File: src/rtl/nco_pkg.sv
// Shared NCO definitions: tuning-word width, sweep mode and sweep FSM state types.
package nco_pkg;

    localparam int unsigned NCO_FW_W = 32;

    typedef enum logic [1:0] {
        MODE_SINGLE = 2'b00,
        MODE_SAW    = 2'b01,
        MODE_TRI    = 2'b10,
        MODE_RSVD   = 2'b11
    } sweep_mode_t;

    typedef enum logic [1:0] {
        IDLE  = 2'b00,
        DWELL = 2'b01,
        STEP  = 2'b10
    } sweep_state_t;

    function automatic logic mode_valid(input logic [1:0] i_mode);
        return i_mode != MODE_RSVD;
    endfunction

endpackage

File: src/rtl/nco_sweep_step.sv
// Combinational next-word arithmetic for the sweep: 33-bit add/sub clamped to the
// sweep limits, plus flags telling whether the current word already sits on a limit.
module nco_sweep_step
    import nco_pkg::*;
#(
    parameter int unsigned FW_W = NCO_FW_W
) (
    input  logic [FW_W-1:0] i_cur,
    input  logic [FW_W-1:0] i_step,
    input  logic [FW_W-1:0] i_lo,
    input  logic [FW_W-1:0] i_hi,
    output logic [FW_W-1:0] o_up,
    output logic [FW_W-1:0] o_dn,
    output logic            o_at_hi,
    output logic            o_at_lo
);

    logic [FW_W:0] w_sum;
    logic [FW_W:0] w_floor;

    always_comb begin
        w_sum   = {1'b0, i_cur} + {1'b0, i_step};
        // cur - step <= lo  <=>  cur <= lo + step, evaluated without underflow
        w_floor = {1'b0, i_lo} + {1'b0, i_step};
        o_up    = (w_sum >= {1'b0, i_hi}) ? i_hi : w_sum[FW_W-1:0];
        o_dn    = ({1'b0, i_cur} <= w_floor) ? i_lo : (i_cur - i_step);
        o_at_hi = (i_cur >= i_hi);
        o_at_lo = (i_cur <= i_lo);
    end

endmodule

File: src/rtl/nco_sweep_ctrl.sv
// Frequency-word sequencer feeding the NCO tuning input: single-up, sawtooth and
// triangle chirps between latched start/stop words with programmable step and dwell.
module nco_sweep_ctrl
    import nco_pkg::*;
#(
    parameter int unsigned FW_W    = NCO_FW_W,
    parameter int unsigned DWELL_W = 16
) (
    input  logic               clk,
    input  logic               rst,
    input  logic               start,
    input  logic               abort,
    input  logic [FW_W-1:0]    cfg_f_start,
    input  logic [FW_W-1:0]    cfg_f_stop,
    input  logic [FW_W-1:0]    cfg_step,
    input  logic [DWELL_W-1:0] cfg_dwell,
    input  logic [1:0]         cfg_mode,
    output logic [FW_W-1:0]    freq_word,
    output logic               busy,
    output logic               dir_down,
    output logic               sweep_done,
    output logic               cfg_err
);

    sweep_state_t        r_state;
    logic [FW_W-1:0]     r_freq;
    logic                r_busy;
    logic                r_dir;
    logic                r_done;
    logic                r_err;
    logic [DWELL_W-1:0]  r_cnt;

    logic [FW_W-1:0]     r_f_start;
    logic [FW_W-1:0]     r_f_stop;
    logic [FW_W-1:0]     r_step;
    logic [DWELL_W-1:0]  r_dwell;
    sweep_mode_t         r_mode;

    sweep_state_t        w_state_nxt;
    logic [FW_W-1:0]     w_freq_nxt;
    logic                w_busy_nxt;
    logic                w_dir_nxt;
    logic                w_done_nxt;
    logic                w_err_nxt;
    logic [DWELL_W-1:0]  w_cnt_nxt;
    logic                w_latch;
    logic                w_cfg_ok;

    logic [FW_W-1:0]     w_up;
    logic [FW_W-1:0]     w_dn;
    logic                w_at_hi;
    logic                w_at_lo;

    nco_sweep_step #(
        .FW_W(FW_W)
    ) u_step (
        .i_cur   (r_freq),
        .i_step  (r_step),
        .i_lo    (r_f_start),
        .i_hi    (r_f_stop),
        .o_up    (w_up),
        .o_dn    (w_dn),
        .o_at_hi (w_at_hi),
        .o_at_lo (w_at_lo)
    );

    assign w_cfg_ok = (cfg_f_start <= cfg_f_stop) && (cfg_step != '0) && mode_valid(cfg_mode);

    always_ff @(posedge clk or negedge rst) begin
        if (!rst) begin
            r_state   <= IDLE;
            r_freq    <= '0;
            r_busy    <= 1'b0;
            r_dir     <= 1'b0;
            r_done    <= 1'b0;
            r_err     <= 1'b0;
            r_cnt     <= '0;
            r_f_start <= '0;
            r_f_stop  <= '0;
            r_step    <= '0;
            r_dwell   <= '0;
            r_mode    <= MODE_SINGLE;
        end else begin
            r_state <= w_state_nxt;
            r_freq  <= w_freq_nxt;
            r_busy  <= w_busy_nxt;
            r_dir   <= w_dir_nxt;
            r_done  <= w_done_nxt;
            r_err   <= w_err_nxt;
            r_cnt   <= w_cnt_nxt;
            if (w_latch) begin
                r_f_start <= cfg_f_start;
                r_f_stop  <= cfg_f_stop;
                r_step    <= cfg_step;
                r_dwell   <= cfg_dwell;
                r_mode    <= sweep_mode_t'(cfg_mode);
            end
        end
    end

    // The word update happens on the edge that leaves a zero count, so STEP marks the
    // first cycle of a new word and otherwise counts down exactly like DWELL.
    always_comb begin
        w_state_nxt = r_state;
        w_freq_nxt  = r_freq;
        w_busy_nxt  = r_busy;
        w_dir_nxt   = r_dir;
        w_done_nxt  = 1'b0;
        w_err_nxt   = 1'b0;
        w_cnt_nxt   = r_cnt;
        w_latch     = 1'b0;

        if (abort) begin
            w_state_nxt = IDLE;
            w_busy_nxt  = 1'b0;
            w_dir_nxt   = 1'b0;
        end else begin
            unique case (r_state)
                IDLE: begin
                    if (start) begin
                        if (w_cfg_ok) begin
                            w_latch     = 1'b1;
                            w_freq_nxt  = cfg_f_start;
                            w_busy_nxt  = 1'b1;
                            w_dir_nxt   = 1'b0;
                            w_cnt_nxt   = cfg_dwell;
                            w_state_nxt = DWELL;
                        end else begin
                            w_err_nxt = 1'b1;
                        end
                    end
                end
                DWELL, STEP: begin
                    if (r_cnt != '0) begin
                        w_cnt_nxt   = r_cnt - DWELL_W'(1);
                        w_state_nxt = DWELL;
                    end else begin
                        w_cnt_nxt   = r_dwell;
                        w_state_nxt = STEP;
                        if (!r_dir) begin
                            if (!w_at_hi) begin
                                w_freq_nxt = w_up;
                            end else begin
                                case (r_mode)
                                    MODE_SAW: w_freq_nxt = r_f_start;
                                    MODE_TRI: begin
                                        w_dir_nxt  = 1'b1;
                                        w_freq_nxt = w_dn;
                                    end
                                    MODE_SINGLE: begin
                                        w_state_nxt = IDLE;
                                        w_busy_nxt  = 1'b0;
                                        w_done_nxt  = 1'b1;
                                    end
                                    default: begin
                                        w_state_nxt = IDLE;
                                        w_busy_nxt  = 1'b0;
                                    end
                                endcase
                            end
                        end else begin
                            if (!w_at_lo) begin
                                w_freq_nxt = w_dn;
                            end else begin
                                w_dir_nxt  = 1'b0;
                                w_freq_nxt = w_up;
                            end
                        end
                    end
                end
                default: begin
                    w_state_nxt = IDLE;
                    w_busy_nxt  = 1'b0;
                    w_dir_nxt   = 1'b0;
                end
            endcase
        end
    end

    assign freq_word  = r_freq;
    assign busy       = r_busy;
    assign dir_down   = r_dir;
    assign sweep_done = r_done;
    assign cfg_err    = r_err;

endmodule

File: config.mk
export PLATFORM = sky130hd
export DESIGN_NAME = nco_sweep_ctrl
export DESIGN_NICKNAME = d
export VERILOG_FILES = /design/src/rtl/nco_pkg.sv /design/src/rtl/nco_sweep_step.sv /design/src/rtl/nco_sweep_ctrl.sv
export SDC_FILE = /design/constraint.sdc
export NUM_CORES = 1
export LEC_CHECK = 0
export BUFFER_PORTS_ARGS = -buffer_cell sky130_fd_sc_hd__buf_4
export CAP_MARGIN = 20
export CORE_UTILIZATION = 55
export DETAILED_ROUTE_END_ITERATION = 6
export MAX_ROUTING_LAYER = met4
export PLACE_DENSITY = 0.71
export SETUP_SLACK_MARGIN = 0.15
export SLEW_MARGIN = 10
export SYNTH_ARGS = -nofsm -noshare
export SYNTH_HDL_FRONTEND = slang
export SYNTH_SLANG_ARGS = --single-unit
File: constraint.sdc
create_clock -name clk -period 15 [get_ports clk]
set_input_delay 2.25 -clock clk [delete_from_list [all_inputs] [get_ports clk]]
set_output_delay 2.25 -clock clk [all_outputs]
set_load 0.01 [all_outputs]
==> results.toml <==
[route]
first_pass_iters = 6
avgViaCountPerCell = 6.397
ant_nets = 0
top_layer = "met4"
wl_met1_mm = 24.95
wl_met3_mm = 5.955
vias = 16644
wl_met2_mm = 25.73
drc = 0
routedWlPerCell_um = 22.44
wirelength_mm = 58.39
drtIter0Drc = 1600

[clock_tree]
cts_tree = "built"
numCtsBuffers = 17
postCtsSetupRepairBufs = 0
clkTransAtPathRegs_ns = 0.07
clk_latency_ns = 0.47
clock_sinks = 168
cts_hold_buf = 0
cts_resized = 0
htree_levels = 4
cts_root_buf = "clkbuf_16"
clockBufferDepth = 2

[placement]
place_hpwl_mm = 45.34
numPortBuffers = 153
gp_congestion = 1.034
placed_area_sq_mm = 0.01847
pre_cts_slack_ns = 7.573

[timing]
finClkSkew_ns = 0.01347
max_freq_mhz = 131.1
tns_ns = 0
rsz0062_at_grt = "false"
setup_ws_ns = 7.372
post-route-period-util_pct = 50.86
finalHoldViolCount = 0
fin_crit_ns = 7.628
worst_slew_pin_slew_ns = 1.179
setup_viol = 0
slew_violations = 0
relSlewSlack_pct = 21.39

[finish]
finish.utilization_pct = 62.51
fin_nets = 2574
fillers = 2739
layout-drive-gt1-share_pct = 13.24
regArea_sq_mm = 0.004204
multiInputGateArea_sq_mm = 0.01170
design_area_sq_mm = 0.01907
area_delta_synth_final_pct = 12.15

[floorplan]
io_pins = 154
core_area_sq_mm = 0.03051
rows = 64
die_h_um = 177.8
dieArea_sq_mm = 0.03163
die_width_um = 177.8
start_util_pct = 55.74

[hold_path]
hold_depth = 2
hold_path.startpoint = "r_f_stop[21]$_DFFE_PN0P_"
hold_path_end = "r_f_stop[21]$_DFFE_PN0P_"
min_path_type = "flip-flop to flip-flop"

[logic_synthesis]
ys_ff_latch = 168
synthCells = 2085
syn_nets = 2466
netlist_area_sq_mm = 0.01701
avgSynthCellArea_sq_um = 8.156
ys.flop_type = "dfrtp_1"
async_flop_share_pct = 100.0
ys_types = 77
synth_edf_count = 0
ys_warn_count = 0
synth_seq_area_share_pct = 24.72

[flow_run]
maxCapViolCount = 0

[setup_path]
crit_fanout = 24
worstSetupStartpointType = "flip-flop"
r2r_cells = 24
cp.required_ns = 15.39
worstSetupPathType = "flip-flop to flip-flop"
r2r-start = "r_step[1]$_DFFE_PN0P_"
end_kind = "flip-flop"
r2r_end = "freq_word[29]$_DFFE_PN0P_"
reg2reg_slack_ns = 7.37
cp.arrival_ns = 8.02

[global_routing]
grt_max_degree = 99
grt_antenna_before_repair = 1
track_usage_pct = 38.45
grt_pass1_vias = 15718
grt_pass1_wl_mm = 88.85
grt_remaining_overflow = 0

[run_status]
outcome = "complete, no violations"
[critical path, stage by stage (launching register included)]
cell	delay (ns)
dfrtp_1	0.47
ha_1	0.34
a211o_1	0.34
a2111oi_0	0.47
o21ba_2	0.28
o21ai_0	0.30
a21oi_1	0.46
o21ai_0	0.29
a2111oi_0	0.52
o21bai_1	0.13
a21oi_1	0.19
xor2_1	0.09
ha_1	0.33
nand3_1	0.11
nor4bb_1	0.65
o21ai_0	0.22
a21oi_1	0.31
a2111oi_0	0.15
a311oi_2	0.22
buf_4	0.27
o22a_1	0.15
buf_4	0.37
o221ai_1	0.17
or4_1	0.57
o21ai_1	0.13
[cell families (layout without fill, tap and decap cells)]
kind of cell / after synthesis / after routing / synth area share (%)
other: 0 / 1 / 0
DFF: 168 / 168 / 24.72
muxes: 85 / 85 / 5.489
and+or+nand+nor: 536 / 536 / 15.10
adders and majority gates: 263 / 263 / 19.48
AOI/OAI and AO/OA: 657 / 657 / 24.28
buffers and inverters: 292 / 412 / 6.600
xor gates and xnor gates: 84 / 84 / 4.326
[through the flow]
stage	hold WS, ns	instances
3_3_place_gp	0.4620	2569
2_1_floorplan	0.4498	2085
3_5_place_dp	0.4724	2569
5_1_grt	0.5105	2602
6_report	0.4875	2602
4_1_cts	0.4880	2600
[how the worst max path moves through the flow]
stage	end	start	slack [ns]	cells past startpoint
floorplan	freq_word[2]$_DFFE_PN0P_	r_f_start[0]$_DFFE_PN0P_	9.77	25
global placement	freq_word[29]$_DFFE_PN0P_	r_step[1]$_DFFE_PN0P_	7.59	24
detailed placement	freq_word[29]$_DFFE_PN0P_	r_f_start[0]$_DFFE_PN0P_	7.57	26
CTS	freq_word[29]$_DFFE_PN0P_	r_f_start[0]$_DFFE_PN0P_	7.52	26
global route	freq_word[29]$_DFFE_PN0P_	r_step[1]$_DFFE_PN0P_	7.00	24
finish	freq_word[29]$_DFFE_PN0P_	r_step[1]$_DFFE_PN0P_	7.37	24
[cells in the final DEF (no fill, tap or decap), drive strengths merged, types with 38 or more instances in the layout]
cell    Yosys  final
ha        260    260
o21ai     220    220
inv       210    217
buf        16    171
nand2     169    169
dfrtp     168    168
a21oi     153    153
nor2      128    128
mux2       66     66
xnor2      55     55
nor3       52     52
a211oi     40     40
a21o       38     38
[cells in the mapped netlist (all sizes together) (9+ instances only)]
cell type  instances  area [sq um]
ha               260          3253
nand2b            17         106.4
nor3              52         265.3
o211ai            27         202.7
a211o             13         113.9
and3              17         106.4
nor2b             20         125.1
nor4              20         131.4
mux2              66         743.2
o21a              15         112.6
inv              210         788.3
o22ai              9         56.30
and2              10         62.56
o221ai            19         166.4
dfrtp            168          4204
nand2            169         634.4
o21bai            17         127.6
xor2              29         254.0
a21o              38         285.3
nand3             28         145.1
a2111oi            9         85.08
buf               16         86.32
clkbuf            66         247.7
o21ai            220          1101
a21oi            153         765.7
or3               14         87.58
a31oi             20         125.1
nor2             128         480.5
mux2i             19         190.2
nand4             33         206.5
a211oi            40         300.3
xnor2             55         481.7
[sequential cells by signal (all words and copies together) (netlist names)]
register and flops:
r_f_start 32, sweep_done 1, busy 1, r_mode 2, cfg_err 1, r_cnt 16
dir_down 1, r_dwell 16, r_f_stop 32, r_state 2, freq_word 32, r_step 32
[area by class of cell]
class,count,area share (%)
multi-input combinational,1625,61.37
antenna,1,0.01312
sequential,168,22.04
clock buffer,18,2.303
timing repair buffer,171,6.856
inverter,210,4.133
clock inverter,13,0.6823
tap,396,2.598
[per-layer routing]
| metal | up-vias | GRT usage [%] |
|---|---|---|
| met2 | 768 | 57.28 |
| li1 | 7776 | - |
| met3 | 98 | 9.276 |
| met1 | 8002 | 50.81 |
| met5 | - | - |
| met4 | 0 | 12.96 |
Power is not shown: default switching activity piles up to over one toggle a cycle in this logic, so the estimate is an artifact.
